<file path="config.mk">
export PLATFORM = sky130hd
export DESIGN_NAME = seg_disp_arbiter
export DESIGN_NICKNAME = d
export VERILOG_FILES = /design/src/rtl/seg_disp_pkg.sv /design/src/rtl/rr_pick.sv /design/src/rtl/seg_disp_arbiter.sv
export SDC_FILE = /design/constraint.sdc
export NUM_CORES = 1
export LEC_CHECK = 0
export ABC_AREA = 1
export CAP_MARGIN = 10
export CELL_PAD_IN_SITES_DETAIL_PLACEMENT = 0
export CELL_PAD_IN_SITES_GLOBAL_PLACEMENT = 1
export CORE_UTILIZATION = 38
export DETAILED_ROUTE_END_ITERATION = 8
export PLACE_DENSITY = 0.95
export SETUP_SLACK_MARGIN = 0.15
export SLEW_MARGIN = 20
export SYNTH_ARGS = -nofsm -noshare
export SYNTH_HDL_FRONTEND = slang
export SYNTH_HIERARCHICAL = 1
export SYNTH_SLANG_ARGS = --single-unit
</file>
<file path="constraint.sdc">
create_clock -name clk -period 3.61 [get_ports clk]
set_input_delay 0.5415 -clock clk [delete_from_list [all_inputs] [get_ports clk]]
set_output_delay 0.5415 -clock clk [all_outputs]
set_load 0.005 [all_outputs]
</file>
<file path="src/rtl/seg_disp_pkg.sv">
// ---------------------------------------------------------------------------
// seg_disp_pkg
// Shared definitions for the 7-segment display sharing logic.
//   disp_state_e   : arbiter FSM state (IDLE, HOLD)
//   NUM_W          : width of the value shown on the display (4 hex digits)
//   SEG_DIGITS     : number of display digits
//   DEF_*_DWELL    : default dwell limits in 25 MHz system clock cycles
// ---------------------------------------------------------------------------
package seg_disp_pkg;

    typedef enum logic {
        IDLE = 1'b0,
        HOLD = 1'b1
    } disp_state_e;

    localparam int NUM_W      = 32'd16;
    localparam int SEG_DIGITS = 32'd4;

    localparam int SYS_CLK_HZ    = 32'd25_000_000;
    // 1 s minimum readable time, 3 s before a waiting requester may preempt.
    localparam int DEF_MIN_DWELL = 32'd25_000_000;
    localparam int DEF_MAX_DWELL = 32'd75_000_000;

endpackage

</file>
<file path="src/rtl/rr_pick.sv">
// ---------------------------------------------------------------------------
// rr_pick
// Combinational round-robin priority picker. Returns the first set request
// bit found when searching upward from ptr_i, wrapping past N_REQ-1 to 0.
//   req_i   : request vector
//   ptr_i   : index with highest priority this round
//   idx_o   : chosen index (0 when valid_o is low)
//   valid_o : at least one request is set
// ---------------------------------------------------------------------------
module rr_pick #(
    parameter int N_REQ = 4
) (
    input  logic [N_REQ-1:0]                              req_i,
    input  logic [((N_REQ > 1) ? $clog2(N_REQ) : 1)-1:0] ptr_i,
    output logic [((N_REQ > 1) ? $clog2(N_REQ) : 1)-1:0] idx_o,
    output logic                                          valid_o
);

    localparam int IDX_W = (N_REQ > 1) ? $clog2(N_REQ) : 1;

    logic [IDX_W:0]   sum_s;
    logic [IDX_W:0]   cand_s;
    logic [IDX_W-1:0] idx_s;

    // Walk offsets from farthest to nearest so the nearest set bit wins last.
    always_comb begin
        sum_s  = '0;
        cand_s = '0;
        idx_s  = '0;
        for (int i = N_REQ - 1; i >= 0; i--) begin
            sum_s  = {1'b0, ptr_i} + (IDX_W+1)'(i);
            cand_s = (sum_s >= (IDX_W+1)'(N_REQ)) ? (sum_s - (IDX_W+1)'(N_REQ)) : sum_s;
            idx_s  = req_i[cand_s[IDX_W-1:0]] ? cand_s[IDX_W-1:0] : idx_s;
        end
    end

    assign idx_o   = idx_s;
    assign valid_o = |req_i;

endmodule

</file>
<file path="src/rtl/seg_disp_arbiter.sv">
// ---------------------------------------------------------------------------
// seg_disp_arbiter
// Shares one 4-digit hex 7-segment display between N_REQ requesters.
// Round-robin grants; an owner keeps the display for at least MIN_DWELL
// cycles and is preempted after MAX_DWELL cycles if someone else is waiting.
//   clk          : system clock, rising edge
//   rst_n        : asynchronous active-low reset
//   req_i        : per-requester level request
//   data_flat_i  : requester k value at [16k+15:16k]
//   gnt_o        : one-hot grant (registered)
//   num_out_o    : value for the display scanner num_in (registered)
//   busy_o       : an owner holds the display
//   owner_id_o   : index of current / last owner
// ---------------------------------------------------------------------------
module seg_disp_arbiter
    import seg_disp_pkg::*;
#(
    parameter int               N_REQ     = 4,
    parameter int               MIN_DWELL = DEF_MIN_DWELL,
    parameter int               MAX_DWELL = DEF_MAX_DWELL,
    parameter logic [NUM_W-1:0] IDLE_NUM  = 16'h0000
) (
    input  logic                                          clk,
    input  logic                                          rst_n,
    input  logic [N_REQ-1:0]                              req_i,
    input  logic [NUM_W*N_REQ-1:0]                        data_flat_i,
    output logic [N_REQ-1:0]                              gnt_o,
    output logic [NUM_W-1:0]                              num_out_o,
    output logic                                          busy_o,
    output logic [((N_REQ > 1) ? $clog2(N_REQ) : 1)-1:0] owner_id_o
);

    localparam int IDX_W = (N_REQ > 1) ? $clog2(N_REQ) : 1;
    localparam int DW_W  = $clog2(MAX_DWELL + 1);

    if ((N_REQ < 2) || (N_REQ > 8) || (MIN_DWELL < 1) || (MAX_DWELL < MIN_DWELL)) begin : g_param_check
        $error("seg_disp_arbiter: illegal N_REQ / MIN_DWELL / MAX_DWELL");
    end

    disp_state_e      state_q,  state_d;
    logic [N_REQ-1:0] gnt_q,    gnt_d;
    logic [NUM_W-1:0] num_q,    num_d;
    logic             busy_q,   busy_d;
    logic [IDX_W-1:0] owner_q,  owner_d;
    logic [IDX_W-1:0] rr_ptr_q, rr_ptr_d;
    logic [DW_W-1:0]  dwell_q,  dwell_d;

    logic [NUM_W-1:0] data_arr_s [N_REQ];
    logic [IDX_W-1:0] pick_idx_s;
    logic             pick_valid_s;
    logic             own_req_s;
    logic             others_s;
    logic             release_s;
    logic [IDX_W-1:0] next_ptr_s;

    rr_pick #(
        .N_REQ (N_REQ)
    ) u_rr_pick (
        .req_i   (req_i),
        .ptr_i   (rr_ptr_q),
        .idx_o   (pick_idx_s),
        .valid_o (pick_valid_s)
    );

    // Unpack the flat requester data bus into one word per requester.
    always_comb begin
        for (int k = 0; k < N_REQ; k++) begin
            data_arr_s[k] = data_flat_i[k*NUM_W +: NUM_W];
        end
    end

    // Release decision: voluntary after the minimum dwell, or forced when the
    // maximum dwell is reached and a non-owner is waiting (gnt_q masks owner).
    always_comb begin
        own_req_s  = req_i[owner_q];
        others_s   = |(req_i & ~gnt_q);
        release_s  = (!own_req_s && (dwell_q >= DW_W'(MIN_DWELL - 1))) ||
                     ((dwell_q >= DW_W'(MAX_DWELL - 1)) && others_s);
        next_ptr_s = (owner_q == IDX_W'(N_REQ - 1)) ? '0 : (owner_q + IDX_W'(1));
    end

    // FSM next-state and output-register next values.
    always_comb begin
        state_d  = state_q;
        gnt_d    = gnt_q;
        num_d    = num_q;
        busy_d   = busy_q;
        owner_d  = owner_q;
        rr_ptr_d = rr_ptr_q;
        dwell_d  = dwell_q;
        case (state_q)
            IDLE: begin
                num_d = IDLE_NUM;
                if (pick_valid_s) begin
                    state_d = HOLD;
                    gnt_d   = N_REQ'(1) << pick_idx_s;
                    owner_d = pick_idx_s;
                    busy_d  = 1'b1;
                    dwell_d = '0;
                end else begin
                    gnt_d  = '0;
                    busy_d = 1'b0;
                end
            end
            HOLD: begin
                dwell_d = (dwell_q >= DW_W'(MAX_DWELL)) ? dwell_q : (dwell_q + DW_W'(1));
                // Freeze on the last value once the owner lets go of req.
                num_d   = own_req_s ? data_arr_s[owner_q] : num_q;
                if (release_s) begin
                    state_d  = IDLE;
                    gnt_d    = '0;
                    busy_d   = 1'b0;
                    rr_ptr_d = next_ptr_s;
                end else begin
                    state_d = HOLD;
                end
            end
            default: begin
                state_d = IDLE;
                gnt_d   = '0;
                busy_d  = 1'b0;
                num_d   = IDLE_NUM;
            end
        endcase
    end

    // State and output registers with asynchronous reset.
    always_ff @(posedge clk or negedge rst_n) begin
        if (!rst_n) begin
            state_q  <= IDLE;
            gnt_q    <= '0;
            num_q    <= IDLE_NUM;
            busy_q   <= 1'b0;
            owner_q  <= '0;
            rr_ptr_q <= '0;
            dwell_q  <= '0;
        end else begin
            state_q  <= state_d;
            gnt_q    <= gnt_d;
            num_q    <= num_d;
            busy_q   <= busy_d;
            owner_q  <= owner_d;
            rr_ptr_q <= rr_ptr_d;
            dwell_q  <= dwell_d;
        end
    end

    assign gnt_o      = gnt_q;
    assign num_out_o  = num_q;
    assign busy_o     = busy_q;
    assign owner_id_o = owner_q;

endmodule

</file>
==> flow_metrics.tcl, run 1 <==
set metrics [dict create \
    status "complete, no violations" \
    multi_input_area_um2 2310 \
    fmax_mhz 437 \
    hold_slack_ns 0.319 \
    cp_num_buf_inv 3 \
    grt_pass1_vias 4091 \
    fill_cells 1026 \
    cts.clk_slew.worst_paths_ns 0.10 \
    cts_tree "done" \
    p_per_area_nw_per_um2 590 \
    grt_overflow_total 0 \
    htree_levels 2 \
    crit_required_ns 3.87 \
    design.core.area_um2 10300 \
    place_congestion 0.915 \
    antenna_found_initial 0 \
    die_h_um 105 \
    ys_seq_area_frac 0.331 \
    crit_type "reg -> reg" \
    setup.worst_path.start_class "flip-flop" \
    std_cell_rows 37 \
    synthFlopType "dfrtp_1" \
    vias 4264 \
    synth_edf_count 0 \
    cts_hold_buf 0 \
    setup-tns-final_ns 0 \
    worstHoldPathType "in -> async" \
    cp_cell_sequence "buf_4 -> inv_2 -> nand2_1 -> a32oi_1 -> inv_2 -> nand2_2 -> nand2_2 -> nand2_1 -> nand2_1 -> nand2_1" \
    grt_max_degree 40 \
    ios 93 \
    dp_hpwl_mm 8.83 \
    skew_ns 0.00666 \
    clock-sinks 53 \
    drive_gt1_frac 0.0841 \
    area_delta_synth_final_pct 26.5 \
    postCtsSetupBuffers 0 \
    n_antenna_cell 0 \
    reg2reg_depth 10 \
    comb_power_share 0.564 \
    p_leak_nw 2.25 \
    tightest_slew_ns 0.841 \
    dieWidth_um 105 \
    slew_headroom 0.440 \
    drc 0 \
    drt-vias-per-instance 5.24 \
    path_depth 10 \
    grt_usage 0.221 \
    p_int_mw 1.62 \
    fin_nets 750 \
    synthDistinctLibCells 35 \
    rsz0062_at_grt "no" \
    ant_nets 0 \
    synth_cells 599 \
    dieArea_um2 11000 \
    routedWlPerCell_um 14.4 \
    syn_area_um2 4010 \
    finalCritPeriodShare 0.634 \
    power_frac_seq 0.319 \
    crit_slowest_cell "inv_2" \
    avgSynthCellArea_um2 6.69 \
    peakVddDrop_v 0.000304 \
    grt_pass1_wl_mm 19.7 \
    ff_latch_area_um2 1330 \
    dr.pass1.iters 5 \
    crit_top_cell "nand2_1" \
    initial_core_util 0.390 \
    cts_root_buf "clkbuf_8" \
    portBuffers 92 \
    drtIter0Drc 323 \
    end_kind "flip-flop" \
    critPathArrivalTime_ns 2.55 \
    insertion_delay_ns 0.32 \
    cp_max_fo 39 \
    drv_cap 0 \
    hold_viol 0 \
    cts_buffer_depth 2 \
    netSwitchingPower_mw 1.38 \
    swShare 0.460 \
    post-route-util 0.493 \
    total_power_mw 2.99 \
    totalWireLength_mm 11.8 \
    cp_top_family "buffers and inverters" \
    cts_buffers 5 \
    ys_ff_latch 53 \
    synth_warnings 6 \
    slowest_delay_ns 0.47 \
    finalSetupViolations 0 \
    slew_viol_final 0 \
    p_clk_frac 0.117 \
    async_flop_share 1.00 \
    layout_min_cycle_time_ns 2.29 \
    synthesis.nets 672 \
    cts_resized 0 \
]
[metrics by stage]
stage	instance area [um2]	setup slack [ns]	instances
detailed placement	4980	1.14	806
global route	5070	1.16	814
CTS	5070	1.35	814
finish	5070	1.32	814
floorplan	4010	1.98	599
global placement	4980	1.23	806
[state kept, by name, summed over array words and instances, names as in the netlist]
name / flops
state_q: 1
gnt_o: 4
num_out_o: 16
rr_ptr_q: 2
owner_id_o: 2
dwell_q: 27
busy_o: 1
[worst register-to-register path, stage by stage (launching register included)]
cell and delay [ns]:
dfrtp_1 0.37, buf_4 0.25, inv_2 0.47, nand2_1 0.14
a32oi_1 0.30, inv_2 0.21, nand2_2 0.19, nand2_2 0.10
nand2_1 0.09, nand2_1 0.05, nand2_1 0.06
[metal layers]
layer	vias to the layer above	part of all wire	GRT usage
met5	-	0	0
met4	0	0.022	0.0765
met3	22	0.041	0.0312
met2	117	0.48	0.377
met1	1997	0.45	0.285
li1	2128	-	-
[synthesized netlist by cell type (2+ instances only)]
| cell type | n | share of area |
|---|---|---|
| nor2_4 | 3 | 0.0084 |
| o21ai_0 | 28 | 0.035 |
| dfrtp_1 | 53 | 0.33 |
| nor2_2 | 2 | 0.0031 |
| xor2_1 | 9 | 0.020 |
| nand4_2 | 5 | 0.016 |
| nand3_1 | 61 | 0.076 |
| nand2_1 | 190 | 0.18 |
| nor2_1 | 64 | 0.060 |
| buf_2 | 5 | 0.0062 |
| inv_2 | 9 | 0.0084 |
| inv_1 | 50 | 0.047 |
| nor3_2 | 2 | 0.0050 |
| o21ai_2 | 9 | 0.020 |
| buf_6 | 5 | 0.014 |
| o21ai_1 | 5 | 0.0062 |
| nand4_1 | 15 | 0.023 |
| nand2_2 | 7 | 0.011 |
| o22ai_2 | 3 | 0.0094 |
| a21oi_1 | 23 | 0.029 |
| a32o_1 | 16 | 0.040 |
| ha_1 | 3 | 0.0094 |
| nor3_1 | 9 | 0.011 |
| buf_1 | 3 | 0.0028 |
| clkbuf_1 | 10 | 0.0094 |
[cell usage in the layout (no fill, tap or decap), types with 2 or more instances in the layout]
master,Yosys,layout
o21ai_2,9,9
inv_2,9,9
nand4_2,5,5
inv_1,50,50
nand4_1,15,15
o22ai_2,3,3
nor2_4,3,3
nor2_1,64,64
clkinvlp_4,0,2
ha_1,3,3
nand3_1,61,61
xor2_1,9,9
dfrtp_1,53,53
a21oi_1,23,23
clkdlybuf4s50_1,0,91
clkbuf_8,0,5
nor2_2,2,2
nor3_2,2,2
nor3_1,9,9
nand2_1,190,190
nand2_2,7,7
o21ai_1,5,5
buf_4,1,4
o21ai_0,28,28
a32o_1,16,16
[power groups by stage]
stage	Combinational [mW]	Clock, mW	Sequential [mW]
2_1_floorplan	1.11	0	0.938
3_3_place_gp	1.65	0	0.956
3_5_place_dp	1.69	0	0.959
4_1_cts	1.70	0.360	0.951
5_1_grt	1.89	0.377	0.981
6_report	1.69	0.351	0.955
[kinds of logic (layout without fill, tap and decap cells)]
logic type	after synthesis	count (layout)	synth area share
AO/OA/AOI/OAI	87	87	0.145
buffers and inverters	85	164	0.0921
AND/OR/NAND/NOR	362	362	0.403
flip-flops	53	53	0.331
XOR/XNOR	9	9	0.0197
adder cells (fa/ha/maj)	3	3	0.00936
[worst paths after layout]
check | from | to | slack (ns)
worst max-delay path | owner_id_o[0] | rr_ptr_q[0] | 1.32
worst min-delay path | rst_n | dwell_q[16] | 0.32
worst max register to register | owner_id_o[0] | rr_ptr_q[0] | 1.32
worst min register to register | num_out_o[7] | num_out_o[7] | 0.53
max in group asynchronous | rst_n | owner_id_o[1] | 2.52
min in group clk | num_out_o[7] | num_out_o[7] | 0.53
[area by class of cell]
type,count,share of cell area
multi-input cells,461,0.456
well taps,136,0.0336
clock inverters,2,0.00296
inverters,60,0.0447
clock buffers,6,0.0143
repair buffers,96,0.187
flip-flops and latches,53,0.262
Note: power is estimated with default switching activity, not from simulation.
==> run 2, diff against run 1 <==
CORE_UTILIZATION = 36   (was 38)
PLACE_DENSITY = 0.94   (was 0.95)
clock period = 2.2 ns   (was 3.61 ns; I/O delays follow)
==> run 2 against run 1 <==
Net effect: wire length up 3.9%; via count up 0.49%; core utilization down 1.7 points; sequential cell count unchanged; combinational power up 67%; fmax up 19%; sequential power up 66%; worst setup slack worse by 1.0 ns; critical endpoint is now dwell_q[11]; largest cell class unchanged; largest power group unchanged.
==> flow_metrics.tcl, run 2 (same netlist as run 1, synthesis figures left out) <==
set metrics [dict create \
    status "complete, no violations" \
    dieWidth_um 108 \
    peakVddDrop_v 0.000522 \
    grt_max_degree 37 \
    finalSetupViolations 0 \
    crit_type "reg -> reg" \
    grt_overflow_total 0 \
    grt_pass1_wl_mm 19.9 \
    design.core.area_um2 10800 \
    setup-tns-final_ns 0 \
    ios 93 \
    fmax_mhz 522 \
    rsz0062_at_grt "no" \
    crit_required_ns 2.40 \
    setup.worst_path.start_class "flip-flop" \
    clock-sinks 53 \
    drive_gt1_frac 0.0993 \
    grt_usage 0.219 \
    std_cell_rows 38 \
    fill_cells 1093 \
    place_congestion 0.931 \
    antenna_found_initial 0 \
    ff_latch_area_um2 1330 \
    portBuffers 92 \
    final_cells 825 \
    critPathArrivalTime_ns 2.12 \
    drv_cap 0 \
    dp_cells 816 \
    cts_buffer_depth 2 \
    drtIter0Drc 378 \
    multi_input_area_um2 2340 \
    htree_levels 2 \
    vias 4285 \
    layout_commonest_cell "nand2_1" \
    routedWlPerCell_um 14.8 \
    skew_ns 0.0130 \
    tightest_slew_ns 0.851 \
    finalCritPeriodShare 0.871 \
    cts_root_buf "clkbuf_8" \
    p_leak_nw 2.31 \
    fin_nets 757 \
    worstHoldPathType "in -> async" \
    layout_min_cycle_time_ns 1.92 \
    hold_viol 0 \
    insertion_delay_ns 0.32 \
    cts_buffers 5 \
    die_h_um 108 \
    totalWireLength_mm 12.2 \
    area_delta_synth_final_pct 28.7 \
    cts_tree "done" \
    drc 0 \
    dr.pass1.iters 5 \
    final_cell_mix "nand2_1 (189), clkdlybuf4s50_1 (91), nor2_1 (63), nand3_1 (61), dfrtp_1 (53)" \
    initial_core_util 0.370 \
    p_per_area_nw_per_um2 968 \
    cts_hold_buf 0 \
    largest_reg_flops 27 \
    drt-vias-per-instance 5.19 \
    slew_headroom 0.433 \
    cts.clk_slew.worst_paths_ns 0.11 \
    dp_hpwl_mm 9.45 \
    dieArea_um2 11600 \
    cp_max_fo 32 \
    slew_viol_final 0 \
    ant_nets 0 \
    end_kind "flip-flop" \
    largest_register "dwell_q" \
    grt_pass1_vias 4052 \
    n_antenna_cell 0 \
]
## run 2: cell type report
type | count | share of cell area
Tap cell | 140 | 0.0339
Inverter | 60 | 0.0439
Timing Repair Buffer | 103 | 0.193
Clock buffer | 5 | 0.0133
Sequential cell | 53 | 0.257
Clock inverter | 3 | 0.00412
Multi-Input combinational cell | 461 | 0.454
## run 2: power breakdown
part           switching, mW  internal (mW)
Clock                  0.352          0.227
Sequential             0.294           1.29
Combinational           1.65           1.18
## run 2: layer usage
metal  vias to the layer above  part of all wire  wire length [um]  global-route usage
met2                       124              0.49              5940               0.362
met1                      1987              0.45              5460               0.295
li1                       2144                 -                 -                   -
met4                         0             0.026               317              0.0783
met5                         -                 0                 0                   0
met3                        30             0.042               510              0.0224
## run 2: critical path, stage by stage (launching register included)
cell	delay, ns
dfrtp_1	0.49
nor2_1	0.18
a21oi_1	0.10
a21oi_2	0.20
nand3_4	0.23
nand2_8	0.30
inv_2	0.12
nand2_1	0.07
o21ai_0	0.08
## run 2: what timing repair did
item | 4_1_cts | 5_1_grt
setup buffers | 0 | 1
setup endpoints to repair | 3 | 16
cloned | 0 | 0
resized for setup | 2 | 4
## run 2: path summary, 6_finish.rpt
path | to | startpoint | slack [ns] | cells past startpoint
setup reg to reg | dwell_q[11] | dwell_q[24] | 0.28 | 8
min in group clk | num_out_o[15] | num_out_o[15] | 0.52 | 2
hold reg to reg | num_out_o[15] | num_out_o[15] | 0.52 | 2
hold / removal | dwell_q[1] | rst_n | 0.11 | 1
setup / recovery | dwell_q[11] | dwell_q[24] | 0.28 | 8
max in group asynchronous | dwell_q[10] | rst_n | 1.42 | 2
## run 2: stage by stage
step	power, mW	hold slack [ns]	utilization	worst slack (ns)	area (um2)
finish	5.00	0.113	0.476	0.284	5160
global route	5.44	0.187	0.476	0.153	5160
CTS	4.98	0.137	0.473	0.186	5130
detailed placement	4.39	0.495	0.464	0.115	5030
global placement	4.35	0.465	0.464	0.151	5030
floorplan	3.37	0.0344	-	0.569	4010
